--- config.mk ---
export PLATFORM = sky130hd
export DESIGN_NAME = rv32i_instr_encoder
export DESIGN_NICKNAME = d
export VERILOG_FILES = /design/src/rtl/rv32i_instr_encoder.sv
export SDC_FILE = /design/constraint.sdc
export NUM_CORES = 1
export LEC_CHECK = 0
export ABC_AREA = 1
export CORE_AREA = 2 2 104 106
export CTS_CLUSTER_DIAMETER = 40
export DETAILED_ROUTE_END_ITERATION = 7
export DIE_AREA = 0 0 106 108
export PLACE_DENSITY = 0.95
export SKIP_LAST_GASP = 1
export SYNTH_ARGS = -nofsm -noshare
export SYNTH_HDL_FRONTEND = slang
export SYNTH_SLANG_ARGS = --single-unit
--- constraint.sdc ---
create_clock -name clk -period 6.8 [get_ports clk]
set_input_delay 1.02 -clock clk [delete_from_list [all_inputs] [get_ports clk]]
set_output_delay 1.02 -clock clk [all_outputs]
set_load 0.01 [all_outputs]
--- src/rtl/rv32i_instr_encoder.sv ---
// RV32I micro-op to instruction-word encoder. It range-checks the operands and queues each legal
// word with its IROM word address in a small FIFO.
module rv32i_instr_encoder #(
   parameter int          DEPTH     = 2,
   parameter int          ADDR_W    = 12,
   parameter int unsigned BASE_ADDR = 0
) (
   input  logic              clk,
   input  logic              rst_n,
   input  logic              flush,
   input  logic              in_valid,
   output logic              in_ready,
   input  logic [5:0]        in_op,
   input  logic [4:0]        in_rd,
   input  logic [4:0]        in_rs1,
   input  logic [4:0]        in_rs2,
   input  logic [31:0]       in_imm,
   output logic              out_valid,
   input  logic              out_ready,
   output logic [31:0]       out_instr,
   output logic [ADDR_W-1:0] out_addr,
   output logic              err_illegal,
   output logic [5:0]        err_op
);

   localparam int PTR_W = $clog2(DEPTH);
   localparam int CNT_W = PTR_W + 1;

   localparam logic [6:0] OPC_LUI    = 7'b0110111;
   localparam logic [6:0] OPC_AUIPC  = 7'b0010111;
   localparam logic [6:0] OPC_JAL    = 7'b1101111;
   localparam logic [6:0] OPC_JALR   = 7'b1100111;
   localparam logic [6:0] OPC_BRANCH = 7'b1100011;
   localparam logic [6:0] OPC_LOAD   = 7'b0000011;
   localparam logic [6:0] OPC_STORE  = 7'b0100011;
   localparam logic [6:0] OPC_OPIMM  = 7'b0010011;
   localparam logic [6:0] OPC_OP     = 7'b0110011;
   localparam logic [6:0] F7_ALT     = 7'b0100000;

   typedef enum logic [5:0] {
      OP_NOP, OP_LUI, OP_AUIPC, OP_JAL, OP_JALR,
      OP_BEQ, OP_BNE, OP_BLT, OP_BGE, OP_BLTU, OP_BGEU,
      OP_LB, OP_LH, OP_LW, OP_LBU, OP_LHU,
      OP_SB, OP_SH, OP_SW,
      OP_ADDI, OP_SLTI, OP_SLTIU, OP_XORI, OP_ORI, OP_ANDI,
      OP_SLLI, OP_SRLI, OP_SRAI,
      OP_ADD, OP_SUB, OP_SLL, OP_SLT, OP_SLTU, OP_XOR, OP_SRL, OP_SRA, OP_OR, OP_AND
   } op_e;

   typedef enum logic [3:0] {
      FMT_BAD, FMT_NOP, FMT_R, FMT_I, FMT_SH, FMT_S, FMT_B, FMT_U, FMT_J
   } fmt_e;

   fmt_e              fmt;
   logic [6:0]        opc;
   logic [2:0]        f3;
   logic [6:0]        f7;
   logic [31:0]       word;
   logic              legal;
   logic              fits_i, fits_b, fits_j, fits_u, fits_sh;

   logic [31:0]       mem_instr [DEPTH];
   logic [ADDR_W-1:0] mem_addr  [DEPTH];
   logic [PTR_W-1:0]  wr_ptr, rd_ptr;
   logic [CNT_W-1:0]  count;
   logic [ADDR_W-1:0] addr_q;
   logic              rdy_q;
   logic              full, accept, push, pop;

   // Mnemonic to format and fixed fields.
   always_comb begin
      // NOTE: every comb output gets a default first so no path can infer a latch.
      fmt = FMT_BAD;
      opc = '0;
      f3  = '0;
      f7  = '0;
      case (op_e'(in_op))
         OP_NOP:   fmt = FMT_NOP;
         OP_LUI:   begin fmt = FMT_U;  opc = OPC_LUI;                 end
         OP_AUIPC: begin fmt = FMT_U;  opc = OPC_AUIPC;               end
         OP_JAL:   begin fmt = FMT_J;  opc = OPC_JAL;                 end
         OP_JALR:  begin fmt = FMT_I;  opc = OPC_JALR;   f3 = 3'b000; end
         OP_BEQ:   begin fmt = FMT_B;  opc = OPC_BRANCH; f3 = 3'b000; end
         OP_BNE:   begin fmt = FMT_B;  opc = OPC_BRANCH; f3 = 3'b001; end
         OP_BLT:   begin fmt = FMT_B;  opc = OPC_BRANCH; f3 = 3'b100; end
         OP_BGE:   begin fmt = FMT_B;  opc = OPC_BRANCH; f3 = 3'b101; end
         OP_BLTU:  begin fmt = FMT_B;  opc = OPC_BRANCH; f3 = 3'b110; end
         OP_BGEU:  begin fmt = FMT_B;  opc = OPC_BRANCH; f3 = 3'b111; end
         OP_LB:    begin fmt = FMT_I;  opc = OPC_LOAD;   f3 = 3'b000; end
         OP_LH:    begin fmt = FMT_I;  opc = OPC_LOAD;   f3 = 3'b001; end
         OP_LW:    begin fmt = FMT_I;  opc = OPC_LOAD;   f3 = 3'b010; end
         OP_LBU:   begin fmt = FMT_I;  opc = OPC_LOAD;   f3 = 3'b100; end
         OP_LHU:   begin fmt = FMT_I;  opc = OPC_LOAD;   f3 = 3'b101; end
         OP_SB:    begin fmt = FMT_S;  opc = OPC_STORE;  f3 = 3'b000; end
         OP_SH:    begin fmt = FMT_S;  opc = OPC_STORE;  f3 = 3'b001; end
         OP_SW:    begin fmt = FMT_S;  opc = OPC_STORE;  f3 = 3'b010; end
         OP_ADDI:  begin fmt = FMT_I;  opc = OPC_OPIMM;  f3 = 3'b000; end
         OP_SLTI:  begin fmt = FMT_I;  opc = OPC_OPIMM;  f3 = 3'b010; end
         OP_SLTIU: begin fmt = FMT_I;  opc = OPC_OPIMM;  f3 = 3'b011; end
         OP_XORI:  begin fmt = FMT_I;  opc = OPC_OPIMM;  f3 = 3'b100; end
         OP_ORI:   begin fmt = FMT_I;  opc = OPC_OPIMM;  f3 = 3'b110; end
         OP_ANDI:  begin fmt = FMT_I;  opc = OPC_OPIMM;  f3 = 3'b111; end
         OP_SLLI:  begin fmt = FMT_SH; opc = OPC_OPIMM;  f3 = 3'b001; end
         OP_SRLI:  begin fmt = FMT_SH; opc = OPC_OPIMM;  f3 = 3'b101; end
         OP_SRAI:  begin fmt = FMT_SH; opc = OPC_OPIMM;  f3 = 3'b101; f7 = F7_ALT; end
         OP_ADD:   begin fmt = FMT_R;  opc = OPC_OP;     f3 = 3'b000; end
         OP_SUB:   begin fmt = FMT_R;  opc = OPC_OP;     f3 = 3'b000; f7 = F7_ALT; end
         OP_SLL:   begin fmt = FMT_R;  opc = OPC_OP;     f3 = 3'b001; end
         OP_SLT:   begin fmt = FMT_R;  opc = OPC_OP;     f3 = 3'b010; end
         OP_SLTU:  begin fmt = FMT_R;  opc = OPC_OP;     f3 = 3'b011; end
         OP_XOR:   begin fmt = FMT_R;  opc = OPC_OP;     f3 = 3'b100; end
         OP_SRL:   begin fmt = FMT_R;  opc = OPC_OP;     f3 = 3'b101; end
         OP_SRA:   begin fmt = FMT_R;  opc = OPC_OP;     f3 = 3'b101; f7 = F7_ALT; end
         OP_OR:    begin fmt = FMT_R;  opc = OPC_OP;     f3 = 3'b110; end
         OP_AND:   begin fmt = FMT_R;  opc = OPC_OP;     f3 = 3'b111; end
         default:  fmt = FMT_BAD;
      endcase
   end

   // A signed value fits when every bit above the field's sign bit matches it.
   assign fits_i  = (in_imm[31:11] == {21{in_imm[11]}});
   assign fits_b  = (in_imm[31:12] == {20{in_imm[12]}}) && !in_imm[0];
   assign fits_j  = (in_imm[31:20] == {12{in_imm[20]}}) && !in_imm[0];
   assign fits_u  = (in_imm[11:0] == 12'd0);
   assign fits_sh = (in_imm[31:5] == 27'd0);

   always_comb begin
      word  = '0;
      legal = 1'b1;
      case (fmt)
         FMT_NOP: word = 32'h0000_0013;
         FMT_R:   word = {f7, in_rs2, in_rs1, f3, in_rd, opc};
         FMT_I:   begin legal = fits_i;  word = {in_imm[11:0], in_rs1, f3, in_rd, opc}; end
         FMT_SH:  begin legal = fits_sh; word = {f7, in_imm[4:0], in_rs1, f3, in_rd, opc}; end
         FMT_S:   begin
            legal = fits_i;
            word  = {in_imm[11:5], in_rs2, in_rs1, f3, in_imm[4:0], opc};
         end
         FMT_B:   begin
            legal = fits_b;
            word  = {in_imm[12], in_imm[10:5], in_rs2, in_rs1, f3, in_imm[4:1], in_imm[11], opc};
         end
         FMT_U:   begin legal = fits_u;  word = {in_imm[31:12], in_rd, opc}; end
         FMT_J:   begin
            legal = fits_j;
            word  = {in_imm[20], in_imm[10:1], in_imm[11], in_imm[19:12], in_rd, opc};
         end
         default: legal = 1'b0;
      endcase
   end

   assign full      = (count == CNT_W'(DEPTH));
   assign in_ready  = rdy_q && !full && !flush;
   assign accept    = in_valid && in_ready;
   assign push      = accept && legal;
   assign out_valid = (count != '0);
   assign pop       = out_valid && out_ready && !flush;
   assign out_instr = out_valid ? mem_instr[rd_ptr] : '0;
   assign out_addr  = out_valid ? mem_addr[rd_ptr]  : '0;

   always_ff @(posedge clk or negedge rst_n) begin
      // NOTE: sequential state uses non-blocking assignments so every flop samples pre-edge values.
      if (!rst_n) begin
         rdy_q       <= 1'b0;
         wr_ptr      <= '0;
         rd_ptr      <= '0;
         count       <= '0;
         addr_q      <= ADDR_W'(BASE_ADDR);
         err_illegal <= 1'b0;
         err_op      <= '0;
      end else begin
         rdy_q <= 1'b1;
         if (flush) begin
            wr_ptr      <= '0;
            rd_ptr      <= '0;
            count       <= '0;
            addr_q      <= ADDR_W'(BASE_ADDR);
            err_illegal <= 1'b0;
            err_op      <= '0;
         end else begin
            if (push) begin
               wr_ptr <= wr_ptr + PTR_W'(1);
               addr_q <= addr_q + ADDR_W'(1);
            end
            if (pop) rd_ptr <= rd_ptr + PTR_W'(1);
            if (push && !pop)      count <= count + CNT_W'(1);
            else if (pop && !push) count <= count - CNT_W'(1);
            if (accept && !legal) begin
               err_illegal <= 1'b1;
               if (!err_illegal) err_op <= in_op;
            end
         end
      end
   end

   // NOTE: FIFO storage is not reset; count and pointers gate every read, so stale data never leaks.
   always_ff @(posedge clk) begin
      if (push) begin
         mem_instr[wr_ptr] <= word;
         mem_addr[wr_ptr]  <= addr_q;
      end
   end

endmodule
======== Word-level counts from Yosys, hierarchy flattened ========
Memories as Yosys holds them, arrays and structs flattened.
Cells that the tools add are included.
storage, ports and cells
  register bits after elaboration ......... 24
  bits in writable memories ............... 88
  output and inout port bits .............. 53
  word-level logic and storage cells ...... 132
  memories kept ........................... 2
memory list
  name       words  width  read ports  clocked after memory_dff  write ports  line  source
  mem_instr  2      32     1           0                         1            62    logic [31:0] mem_instr [DEPTH];
  mem_addr   2      12     1           0                         1            63    logic [ADDR_W-1:0] mem_addr [DEPTH];
cells by class
  $add $sub $neg .......................... 5
  equality and inequality tests ........... 50
  multiplexer cells ....................... 24
  reduce and logical (&&, ||, !) cells .... 44
operators with widths
  cell                                                             number
  32-bit case mux with 8 select lines                              1
  6-bit by 5-bit == test with 1-bit output, second input constant  16
  7-bit case mux with 9 select lines                               1
  6-bit by 4-bit == test with 1-bit output, second input constant  8
  6-bit == test, second input constant                             6
  12-bit 2-to-1 mux                                                3
  32-bit 2-to-1 mux                                                1
  4-bit case mux with 8 select lines                               1
  27-bit logical NOT                                               1
  6-bit by 3-bit == test with 1-bit output, second input constant  4
  6-bit 2-to-1 mux                                                 4
  3-bit case mux with 7 select lines                               1
  20-bit == test                                                   1
  19-bit == test                                                   1
  4-bit by 3-bit == test with 1-bit output, second input constant  4
  3-bit OR reduction                                               5
  12-bit by 1-bit adder with 12-bit output, second input constant  1
  6-bit by 2-bit == test with 1-bit output, second input constant  2
  12-bit logical NOT                                               1
  12-bit OR reduction                                              1
  6-bit OR reduction                                               2
  11-bit == test                                                   1
  1-bit logical AND                                                11
  10-bit OR reduction                                              1
  other kinds (21)                                                 45

======== Longest topological paths before layout ========
Gate-level depths: netlist of the first run.
  depth after elaboration ................. 12
  depth in mapped cells ................... 16

======== Worst setup path before layout of the first run ========
Ideal clock, no wire load.
  path kind ............................... input port to flip-flop
  start point ............................. input in_op[3]
  end point ............................... memory mem_addr[1][0] (enable)
  library setup time ...................... 0.443 ns
  arrival time ............................ 4.047 ns
  required time ........................... 6.357 ns
  setup slack ............................. 2.310 ns
  stages .................................. 10
  cell sequence ........................... nor2_1 nand2_1 nor2_4 nand3_1 nand3_1 a21oi_2 nand2_4 nand2_2 buf_2 nor2_1
on the way
  cells in the longest elaborated chain, start to end .. 9
ends and longest elaborated chain
  element                                                           line  source
  start, declared                                                   13    input logic [5:0] in_op,
  6-bit by 5-bit == test with 1-bit output (tied with other cells)  77    case (op_e'(in_op))
  12-bit OR reduction (no line) (tied with other cells)             --
  4-bit case mux with 8 select lines (*)                            77
  4-bit by 3-bit == test with 1-bit output (tied with other cells)  130   case (fmt)
  2-bit OR reduction (no line)                                      --
  1-bit case mux with 6 select lines (*)                            130
  1-bit logical AND (*)                                             155   assign push = accept && legal;
  1-bit 2-to-1 mux (*)                                              198   if (push) begin
  1-bit 2-to-1 mux (not written as such) (*)                        200   mem_addr[wr_ptr] <= addr_q;
  end, declared                                                     63
Mark *: on every way between the ends. The rest lies on a longest branch, timed or not.

======== Final worst setup path of the first run ========
  start point ............................. input in_op[2]
  end point ............................... memory mem_instr[0][9] (enable)
on the way
  cells in the longest elaborated chain, start to end .. 9
ends and longest elaborated chain
  element                                                           line  source
  6-bit by 5-bit == test with 1-bit output (tied with other cells)  77
  12-bit OR reduction (no line) (tied with other cells)             --
  4-bit case mux with 8 select lines (*)                            77
  4-bit by 3-bit == test with 1-bit output (tied with other cells)  130
  2-bit OR reduction (no line)                                      --
  1-bit case mux with 6 select lines (*)                            130
  1-bit logical AND (*)                                             155
  1-bit 2-to-1 mux (*)                                              198
  1-bit 2-to-1 mux (not written as such) (*)                        199   mem_instr[wr_ptr] <= word;
  end, declared                                                     62
Marks and branches as above.

==> results.py, run 1 <==
metrics = {
    "synthesis": {
        "yosysTopAreaCell": "edfxtp_1",
        "synthCells": 684,
        "synth_cell_types": 41,
        "synth_top_family_by_area": "simple AND/OR/NAND/NOR gates",
        "synth_warnings": 0,
        "synth_area_leaders": "edfxtp_1, nand2_1, dfrtp_1",
        "synth_xor_area_frac": 0.004535,
        "synth_seq_cells": 110,
        "yosys.area_share.adder": 0.004319,
        "syn_area_per_cell_sq_um": 8.471,
        "synth_seq_area_share": 0.5493,
        "synth_mux_area_frac": 0,
        "synthesis.nets": 744,
        "synth_compound_area_frac": 0.1132,
        "synth_top_area_share": 0.4457,
        "synthSimpleGateAreaFrac": 0.2537,
        "syn_area_sq_um": 5794,
    },
    "run_status": {
        "status": "completed",
    },
    "timing": {
        "setup_viol": 0,
        "fin_crit_ns": 4.413,
        "timing.setup.tns_ns": 0,
        "fin_crit_sh": 0.6490,
        "relSlewSlack": 0.1717,
        "hold_viol": 0,
        "max_clock_freq_mhz": 226.6,
        "fin_skew_ns": 0.01555,
        "hold_slack_ns": 0.5446,
        "rsz0062_at_grt": "false",
        "report.final.slew_viol_count": 0,
        "worstMarginPinSlew_ns": 1.239,
    },
    "placed_design": {
        "gp_congestion": 1.040,
        "port_buffers": 110,
        "dpl.hpwl_microns": 12000,
    },
    "die": {
        "num_rows": 37,
        "initial_utilization": 0.5663,
        "die_h_microns": 108,
        "ios": 111,
        "dieArea_sq_um": 11450,
        "die_width_microns": 106,
        "core_sq_um": 10230,
    },
    "worst_setup_path": {
        "critPathMaxFanout": 44,
        "start_kind": "primary input",
        "arrival_ns": 4.40,
        "r2r.worst_path.cells": 7,
        "end_kind": "flip-flop",
        "worstPathRequired_ns": 6.79,
        "rrSetupSlack_ns": 4.06,
        "critPathKind": "in2reg",
    },
    "clock_tree": {
        "cts_setup_buffers": 0,
        "cts_max_level": 3,
        "cts_tree": "built",
        "cts_max_path_buffers": 2,
        "clk_pin_slew_ns": 0.11,
        "clk_latency_ns": 0.38,
        "clock-root-buffer": "clkbuf_8",
        "post_cts_resized": 0,
        "cts_sinks": 110,
        "numCtsBuffers": 9,
        "cts_hold_buf": 0,
    },
    "global_routing": {
        "grt_max_degree": 47,
        "met3_usage": 0.05124,
        "antenna_found_initial": 0,
        "grt_remaining_overflow": 0,
        "grt_pass1_vias": 5116,
        "gr-usage-met1": 0.3948,
        "busiest_layer": "met2",
        "grt_first_pass_wirelength_microns": 25950,
        "track_usage": 0.2947,
        "grtUsageMet2": 0.4922,
    },
    "routing": {
        "vias": 5372,
        "first_pass_iters": 6,
        "routed_wirelength_microns": 16400,
        "drt_iter0_drc": 666,
        "drc_errors": 0,
        "avgViaCountPerCell": 5.801,
        "wl_per_cell_microns": 17.71,
        "drtAntennaViolNets": 0,
    },
    "layout": {
        "layout_common_cells": "nand2_1, clkdlybuf4s50_1, edfxtp_1",
        "seq_area_sq_um": 3183,
        "final_common_cell": "nand2_1",
        "nFillCells": 779,
        "finalNetCount": 845,
        "drive_above_1_share": 0.05063,
        "multiInputGateArea_sq_um": 2196,
        "area_growth_pct": 24.03,
        "num_antenna_cells": 0,
    },
    "worst_hold_path": {
        "hold_path_class": "reg2reg",
        "holdPathStages": 0,
    },
    "run": {
        "drv_cap": 0,
    },
    "power_and_ir_drop": {
        "powerDensity_nw_per_um2": 228.9,
        "leakage_nw": 2.861,
        "vdd_drop_max_v": 0.0001332,
    },
}
## worst max-delay path: stages
cell and delay [ns]:
clkdlybuf4s50_1 0.47, nor2_1 0.48, nand2_1 0.42, nor2_4 0.28
nand3_1 0.10, nand3_1 0.11, a21oi_2 0.07, nand2_4 0.11
nand2_2 0.28, nor2_4 1.03
## power breakdown
part,switching (mW),total (mW),internal [mW]
Clock,0.230,0.373,0.144
Combinational,0.296,0.520,0.224
Sequential,0.00900,0.752,0.743
Total,0.535,1.64,1.11
## layout make-up
cell class / instances / share of cell area
clock inverter: 6 / 0.008357
timing repair buffer: 113 / 0.1563
inverter: 87 / 0.04544
clock buffer: 10 / 0.01776
multi-input combinational: 464 / 0.3055
sequential: 110 / 0.4429
tap: 136 / 0.02368
## final timing paths
kind,end,from
max,mem_instr[0][9],in_op[2]
min,mem_addr[0][10],addr_q[10]
max reg2reg,mem_instr[0][9],count[1]
min reg2reg,mem_addr[0][10],addr_q[10]
max in group asynchronous,err_op[0],rst_n
min in group asynchronous,addr_q[0],rst_n
## synth_stat cells (all sizes together)
master,count
o21ai,33
o221ai,4
o31ai,2
o311ai,1
a31oi,1
nor4,4
o211ai,1
a221o,1
a2111oi,1
o22ai,14
nand2,186
clkinv,2
a22oi,1
xor2,3
inv,85
a211oi,1
a21oi,51
ha,2
nand4,9
nor3,16
o2111ai,3
o21bai,1
nand3,59
buf,7
dfrtp,24
conb,1
edfxtp,86
clkbuf,16
nor2,69
## state kept, by name (all words and copies together), names as in the netlist
register and cells:
err_op 6, count 2, rdy_q 1, wr_ptr 1, rd_ptr 1, addr_q 12, mem_addr 24, mem_instr 62
err_illegal 1
## cell families (layout without fill, tap and decap cells)
logic type,after synthesis,after routing
XOR/XNOR,3,3
buffers and inverters,110,216
adder cells (fa/ha/maj),2,2
other,1,1
AO/OA/AOI/OAI,115,115
AND/OR/NAND/NOR,343,343
flip-flops,110,110
## per-stage QoR
| step | util | cell area (sq um) | setup WS (ns) | std cells | power, mW |
|---|---|---|---|---|---|
| 5_1_grt | 0.7025 | 7187 | 2.153 | 926 | 1.710 |
| 2_1_floorplan | - | 5794 | 2.310 | 684 | 1.007 |
| 3_3_place_gp | 0.6841 | 6999 | 2.209 | 910 | 1.267 |
| 6_report | 0.7025 | 7187 | 2.387 | 926 | 1.645 |
| 3_5_place_dp | 0.6841 | 6999 | 2.099 | 910 | 1.279 |
| 4_1_cts | 0.7025 | 7187 | 2.477 | 926 | 1.640 |
## routing by layer
layer / up-vias / share of wire
met4: 0 / 0.022
met3: 34 / 0.087
met1: 2489 / 0.41
met2: 337 / 0.49
met5: - / 0
li1: 2512 / -
Note: power is estimated with default switching activity, not from simulation.
==> run 2: changes to the inputs <==
--- a/config.mk
+++ b/config.mk
@@ -6,11 +6,11 @@
 export NUM_CORES = 1
 export LEC_CHECK = 0
 export ABC_AREA = 1
-export CORE_AREA = 2 2 104 106
+export CORE_AREA = 2 2 109 111
 export CTS_CLUSTER_DIAMETER = 40
 export DETAILED_ROUTE_END_ITERATION = 7
-export DIE_AREA = 0 0 106 108
-export PLACE_DENSITY = 0.95
+export DIE_AREA = 0 0 111 113
+export PLACE_DENSITY = 0.88
 export SKIP_LAST_GASP = 1
 export SYNTH_ARGS = -nofsm -noshare
 export SYNTH_HDL_FRONTEND = slang
==> constraint.sdc (replaced) <==
create_clock -name clk -period 4.3 [get_ports clk]
set_input_delay 0.645 -clock clk [delete_from_list [all_inputs] [get_ports clk]]
set_output_delay 0.645 -clock clk [all_outputs]
set_load 0.01 [all_outputs]
==> results.py, run 2 (synthesis gave the netlist of run 1 again) <==
metrics = {
    "timing": {
        "fin_crit_sh": 0.8109,
        "rsz0062_at_grt": "false",
        "fin_skew_ns": 0.01029,
        "setup_viol": 0,
        "report.final.slew_viol_count": 0,
        "fin_crit_ns": 3.487,
        "relSlewSlack": 0.2672,
        "timing.setup.tns_ns": 0,
        "worstMarginPinSlew_ns": 1.096,
        "max_clock_freq_mhz": 286.8,
        "hold_viol": 0,
    },
    "layout": {
        "reg_top3": "mem_instr (62), mem_addr (24), addr_q (12)",
        "finalInstanceArea_sq_um": 7357,
        "top_register": "mem_instr",
        "layout_common_cells": "nand2_1, clkdlybuf4s50_1, edfxtp_1",
        "final_common_cell": "nand2_1",
        "area_growth_pct": 26.97,
        "drive_above_1_share": 0.05542,
        "largest_register_ffs": 62,
        "finalNetCount": 849,
        "nFillCells": 881,
        "num_antenna_cells": 0,
    },
    "worst_setup_path": {
        "critPathKind": "in2reg",
        "crit_start": "in_op[3]",
        "end_kind": "flip-flop",
        "rr_startpoint": "count[1]",
        "arrival_ns": 3.50,
        "start_kind": "primary input",
        "critPathMaxFanout": 22,
        "worstPathRequired_ns": 4.31,
    },
    "worst_hold_path": {
        "worstHoldStart": "err_op[2]",
        "hold_path_class": "reg2reg",
    },
    "clock_tree": {
        "numCtsBuffers": 9,
        "clk_pin_slew_ns": 0.07,
        "cts_hold_buf": 0,
        "clk_latency_ns": 0.34,
        "cts_sinks": 110,
        "cts_max_path_buffers": 2,
        "cts_setup_buffers": 0,
        "clock-root-buffer": "clkbuf_16",
        "cts_tree": "built",
        "cts_max_level": 3,
        "post_cts_resized": 0,
    },
    "power_and_ir_drop": {
        "finalPower_mw": 2.808,
        "power.share.switching": 0.2997,
        "power_switching_mw": 0.8415,
        "intPower_mw": 1.966,
        "p_comb_frac": 0.289,
        "vdd_drop_max_v": 0.0002219,
        "powerDensity_nw_per_um2": 381.6,
        "leakage_nw": 2.934,
        "p_seq_frac": 0.424,
        "clockPowerShare": 0.287,
    },
    "die": {
        "die_width_microns": 111,
        "die_h_microns": 113,
        "core_sq_um": 11270,
        "initial_utilization": 0.5140,
        "ios": 111,
        "num_rows": 39,
        "dieArea_sq_um": 12540,
    },
    "global_routing": {
        "track_usage": 0.2427,
        "grt_remaining_overflow": 0,
        "grt_first_pass_wirelength_microns": 24170,
        "grt_pass1_vias": 4840,
        "antenna_found_initial": 0,
        "grt_max_degree": 46,
    },
    "routing": {
        "avgViaCountPerCell": 5.671,
        "drtAntennaViolNets": 0,
        "drc_errors": 0,
        "wl_per_cell_microns": 16.34,
        "vias": 5314,
        "first_pass_iters": 5,
        "drt_iter0_drc": 547,
        "routed_wirelength_microns": 15320,
    },
    "placed_design": {
        "gp_congestion": 0.9335,
        "dpl.hpwl_microns": 10870,
        "port_buffers": 110,
        "place_area_sq_um": 7056,
    },
    "run_status": {
        "status": "completed",
    },
    "run": {
        "drv_cap": 0,
    },
}
run 2: critical path, stage by stage:
cell	delay, ns
clkdlybuf4s50_1	0.46
nor2_1	0.52
nand2_1	0.42
nor2_4	0.27
nand3_1	0.11
nand3_1	0.11
a21oi_2	0.07
nand2_4	0.11
nand2_2	0.26
nor2_4	0.20
buf_4	0.31
run 2: per-stage QoR:
stage          worst slack [ns]  cells    util  hold slack, ns
4_1_cts                  0.8723    937  0.6527          0.5293
3_3_place_gp             0.6730    921  0.6259          0.5023
6_report                 0.8133    937  0.6527          0.5267
2_1_floorplan            0.1850    684       -          0.3494
3_5_place_dp             0.5291    921  0.6259          0.5070
5_1_grt                  0.6047    937  0.6527          0.5466
run 2: area by class of cell:
| cell class | instances | area (sq um) | area share |
|---|---|---|---|
| multi-input combinational | 464 | 2201 | 0.2991 |
| inverter | 87 | 326.6 | 0.04439 |
| tap | 143 | 178.9 | 0.02432 |
| clock inverter | 5 | 47.55 | 0.006463 |
| clock buffer | 11 | 254.0 | 0.03452 |
| timing repair buffer | 117 | 1166 | 0.1585 |
| sequential | 110 | 3183 | 0.4327 |
run 2: power groups by stage:
stage | combinational, mW | sequential, mW | clock [mW]
finish | 0.811 | 1.19 | 0.806
CTS | 0.808 | 1.19 | 0.818
floorplan | 0.382 | 1.21 | 0
global route | 0.874 | 1.19 | 0.856
global placement | 0.796 | 1.21 | 0
detailed placement | 0.802 | 1.21 | 0
run 2: layer usage:
layer / GRT usage / vias up / wire length [microns]
li1: - / 2528 / -
met1: 0.3082 / 2449 / 5978
met2: 0.4155 / 306 / 7512
met3: 0.05356 / 31 / 1484
met4: 0.08333 / 0 / 338
met5: 0 / - / 0
run 2: worst paths after layout:
kind	slack, ns	cells after the start	end
max	0.81	11	mem_instr[0][20]
min	0.53	2	err_op[2]
max reg2reg	2.18	8	mem_instr[0][20]
min reg2reg	0.53	2	err_op[2]
max in group asynchronous	2.75	1	err_op[5]
min in group asynchronous	0.89	1	addr_q[7]
==> run 3: changes to the inputs <==
==> constraint.sdc (replaced) <==
create_clock -name clk -period 3.3 [get_ports clk]
set_input_delay 0.495 -clock clk [delete_from_list [all_inputs] [get_ports clk]]
set_output_delay 0.495 -clock clk [all_outputs]
set_load 0.01 [all_outputs]
==> results.py, run 3 (synthesis gave the netlist of run 1 again) <==
metrics = {
    "timing": {
        "fin_skew_ns": 0.007602,
        "timing.setup.tns_ns": 0,
        "max_clock_freq_mhz": 347.4,
        "report.final.slew_viol_count": 0,
        "fin_crit_ns": 2.878,
        "fin_crit_sh": 0.8723,
        "worstMarginPinSlew_ns": 0.7168,
        "hold_viol": 0,
        "relSlewSlack": 0.5210,
        "setup_viol": 0,
        "rsz0062_at_grt": "false",
    },
    "power_and_ir_drop": {
        "vdd_drop_max_v": 0.0003496,
        "leakage_nw": 3.000,
        "powerDensity_nw_per_um2": 488.7,
        "clockPowerShare": 0.280,
        "intPower_mw": 2.530,
        "p_comb_frac": 0.295,
        "p_seq_frac": 0.425,
        "power.share.switching": 0.3083,
        "power_switching_mw": 1.128,
    },
    "worst_setup_path": {
        "crit_end": "out_instr[5]",
        "critPathKind": "reg2out",
        "critPathMaxFanout": 34,
        "rrSetupSlack_ns": 1.38,
        "worstPathRequired_ns": 2.80,
        "rr_startpoint": "count[0]",
        "end_kind": "output pin",
        "arrival_ns": 2.38,
        "start_kind": "flip-flop",
        "crit_start": "rd_ptr",
        "r2r.worst_path.cells": 8,
        "reg2reg_to": "count[0]",
    },
    "clock_tree": {
        "post_cts_resized": 0,
        "clock-root-buffer": "clkbuf_16",
        "numCtsBuffers": 9,
        "cts_sinks": 110,
        "cts_setup_buffers": 0,
        "cts_max_path_buffers": 2,
        "clk_pin_slew_ns": 0.07,
        "clk_latency_ns": 0.34,
        "cts_hold_buf": 0,
        "cts_max_level": 3,
        "cts_tree": "built",
    },
    "global_routing": {
        "grt_first_pass_wirelength_microns": 24840,
        "track_usage": 0.2518,
        "grt_remaining_overflow": 0,
        "grt_pass1_vias": 5078,
        "antenna_found_initial": 0,
        "grt_max_degree": 46,
    },
    "die": {
        "ios": 111,
        "num_rows": 39,
        "die_width_microns": 111,
        "die_h_microns": 113,
        "dieArea_sq_um": 12540,
        "core_sq_um": 11270,
        "initial_utilization": 0.5140,
    },
    "routing": {
        "first_pass_iters": 6,
        "routed_wirelength_microns": 15970,
        "wl_per_cell_microns": 16.79,
        "vias": 5420,
        "drt_iter0_drc": 609,
        "avgViaCountPerCell": 5.699,
        "drc_errors": 0,
        "drtAntennaViolNets": 0,
    },
    "layout": {
        "layout_common_cells": "nand2_1, clkdlybuf4s50_1, edfxtp_1",
        "largest_register_ffs": 62,
        "finalInstanceArea_sq_um": 7486,
        "drive_above_1_share": 0.07302,
        "nFillCells": 848,
        "reg_top3": "mem_instr (62), mem_addr (24), addr_q (12)",
        "finalNetCount": 863,
        "top_register": "mem_instr",
        "area_growth_pct": 29.19,
        "num_antenna_cells": 0,
        "final_common_cell": "nand2_1",
    },
    "run": {
        "drv_cap": 0,
    },
    "placed_design": {
        "dpl.hpwl_microns": 11570,
        "place_area_sq_um": 7198,
        "gp_congestion": 0.9694,
        "port_buffers": 110,
    },
    "worst_hold_path": {
        "hold_path_class": "in2async",
    },
    "run_status": {
        "status": "completed",
    },
}
[run 3: cell types whose count changed in the layout (fill, tap and decap cells not counted), sizes merged]
cell      change
inv           +1
clkinvlp      +2
clkinv        -2
buf          +14
clkbuf        -1
[run 3: worst min path at each step]
stage,end,cells past startpoint,slack [ns]
3_3_place_gp,err_op[1],2,0.51
2_1_floorplan,addr_q[0],0,0.20
5_1_grt,addr_q[7],2,0.52
6_report,addr_q[6],2,0.50
3_5_place_dp,mem_addr[1][3],0,0.50
4_1_cts,addr_q[7],2,0.51
[run 3: final cells by class]
type / instances / area (sq um) / share of cell area
inverters: 87 / 330.3 / 0.04413
well taps: 143 / 178.9 / 0.02390
clock inverters: 6 / 55.05 / 0.007354
multi-input cells: 464 / 2201 / 0.2940
repair buffers: 131 / 1309 / 0.1748
clock buffers: 10 / 229.0 / 0.03059
flip-flops and latches: 110 / 3183 / 0.4252
[run 3: layer usage]
metal | up-vias | track usage | wire length [microns]
met5 | - | 0 | 0
met4 | 0 | 0.1000 | 531
met3 | 52 | 0.04553 | 1519
met2 | 335 | 0.4254 | 7787
met1 | 2481 | 0.3253 | 6129
li1 | 2552 | - | -
[run 3: critical path: stages (launching register included)]
cell and delay, ns:
dfrtp_1 0.40, clkinvlp_4 0.54, buf_4 0.40, nand2_1 0.08
a21oi_1 0.09, clkdlybuf4s50_1 0.52
[run 3: power groups by stage]
stage	clock network, mW	logic, mW	registers, mW
after floorplan	0	0.493	1.58
after global placement	0	1.06	1.58
after detailed placement	0	1.06	1.58
after CTS	1.04	1.07	1.55
after global routing	1.08	1.15	1.56
final	1.02	1.08	1.56
[run 3: stage by stage]
| step | instances | util | hold slack, ns | total power [mW] | setup WS, ns |
|---|---|---|---|---|---|
| after global routing | 951 | 0.6641 | 0.5203 | 3.795 | 0.2952 |
| after CTS | 951 | 0.6638 | 0.5075 | 3.660 | 0.1489 |
| after floorplan | 684 | - | 0.1994 | 2.070 | 0.05742 |
| final | 951 | 0.6641 | 0.5048 | 3.658 | 0.4215 |
| after detailed placement | 935 | 0.6386 | 0.5045 | 2.644 | 0.2483 |
| after global placement | 935 | 0.6386 | 0.5053 | 2.638 | 0.3000 |
==> edit (settings of run 1) <==
`DEPTH`: 2 -> 4.
--- a/src/rtl/rv32i_instr_encoder.sv
+++ b/src/rtl/rv32i_instr_encoder.sv
@@ -1,7 +1,7 @@
 // RV32I micro-op to instruction-word encoder. It range-checks the operands and queues each legal
 // word with its IROM word address in a small FIFO.
 module rv32i_instr_encoder #(
-   parameter int          DEPTH     = 2,
+   parameter int          DEPTH     = 4,
    parameter int          ADDR_W    = 12,
    parameter int unsigned BASE_ADDR = 0
 ) (
Formal check against the unedited RTL: not equivalent (Yosys sat finds a counterexample within 4 cycles, from zero or initial values and one cycle with rst_n low).
==> edit against run 1 <==
- the run now fails in 3_1_place_gp_skip_io
- area after synthesis increased by 64%
==> edit: results (changes against run 1) <==
status=aborted with a tool error (was finished clean); failing step=3_1_place_gp_skip_io; Run Error=[ERROR GPL-0301] Utilization 100.949 % exceeds 100%.; top post-synthesis cells by area=edfxtp_1 54%, nor2_1 8.9%, dfrtp_1 7.1% (was edfxtp_1 45%, nand2_1 12%, dfrtp_1 10%); ys flop type=edfxtp_1 (unchanged); Synth async-reset ratio=0.1357 (was 0.2182); Syn. warnings=0 (unchanged); Netlist cell types=46 (was 41); sequential fraction of the synthesis area=0.6143 (was 0.5493); Avg Inst Size Synth=9.742 µm² (was 8.471 µm²); syn nets=1041 (was 744); Post-synth EDFFs=172 (was 86); top cells by instance count after synthesis=225 x nor2_1, 172 x edfxtp_1, 116 x o21ai_0 (was 181 x nand2_1, 86 x edfxtp_1, 81 x inv_1); synthesized flop and latch total=199 (was 110)
-- edit: cell families after synthesis --
| logic type | Yosys count | synth area share |
|---|---|---|
| compound gates | 205 | 0.1190 |
| simple gates | 432 | 0.1983 |
| xor+xnor | 6 | 0.005527 |
| fa+ha+maj | 7 | 0.01000 |
| other cells | 1 | 0.0003944 |
| flops | 199 | 0.6143 |
| buf+inv | 126 | 0.05251 |
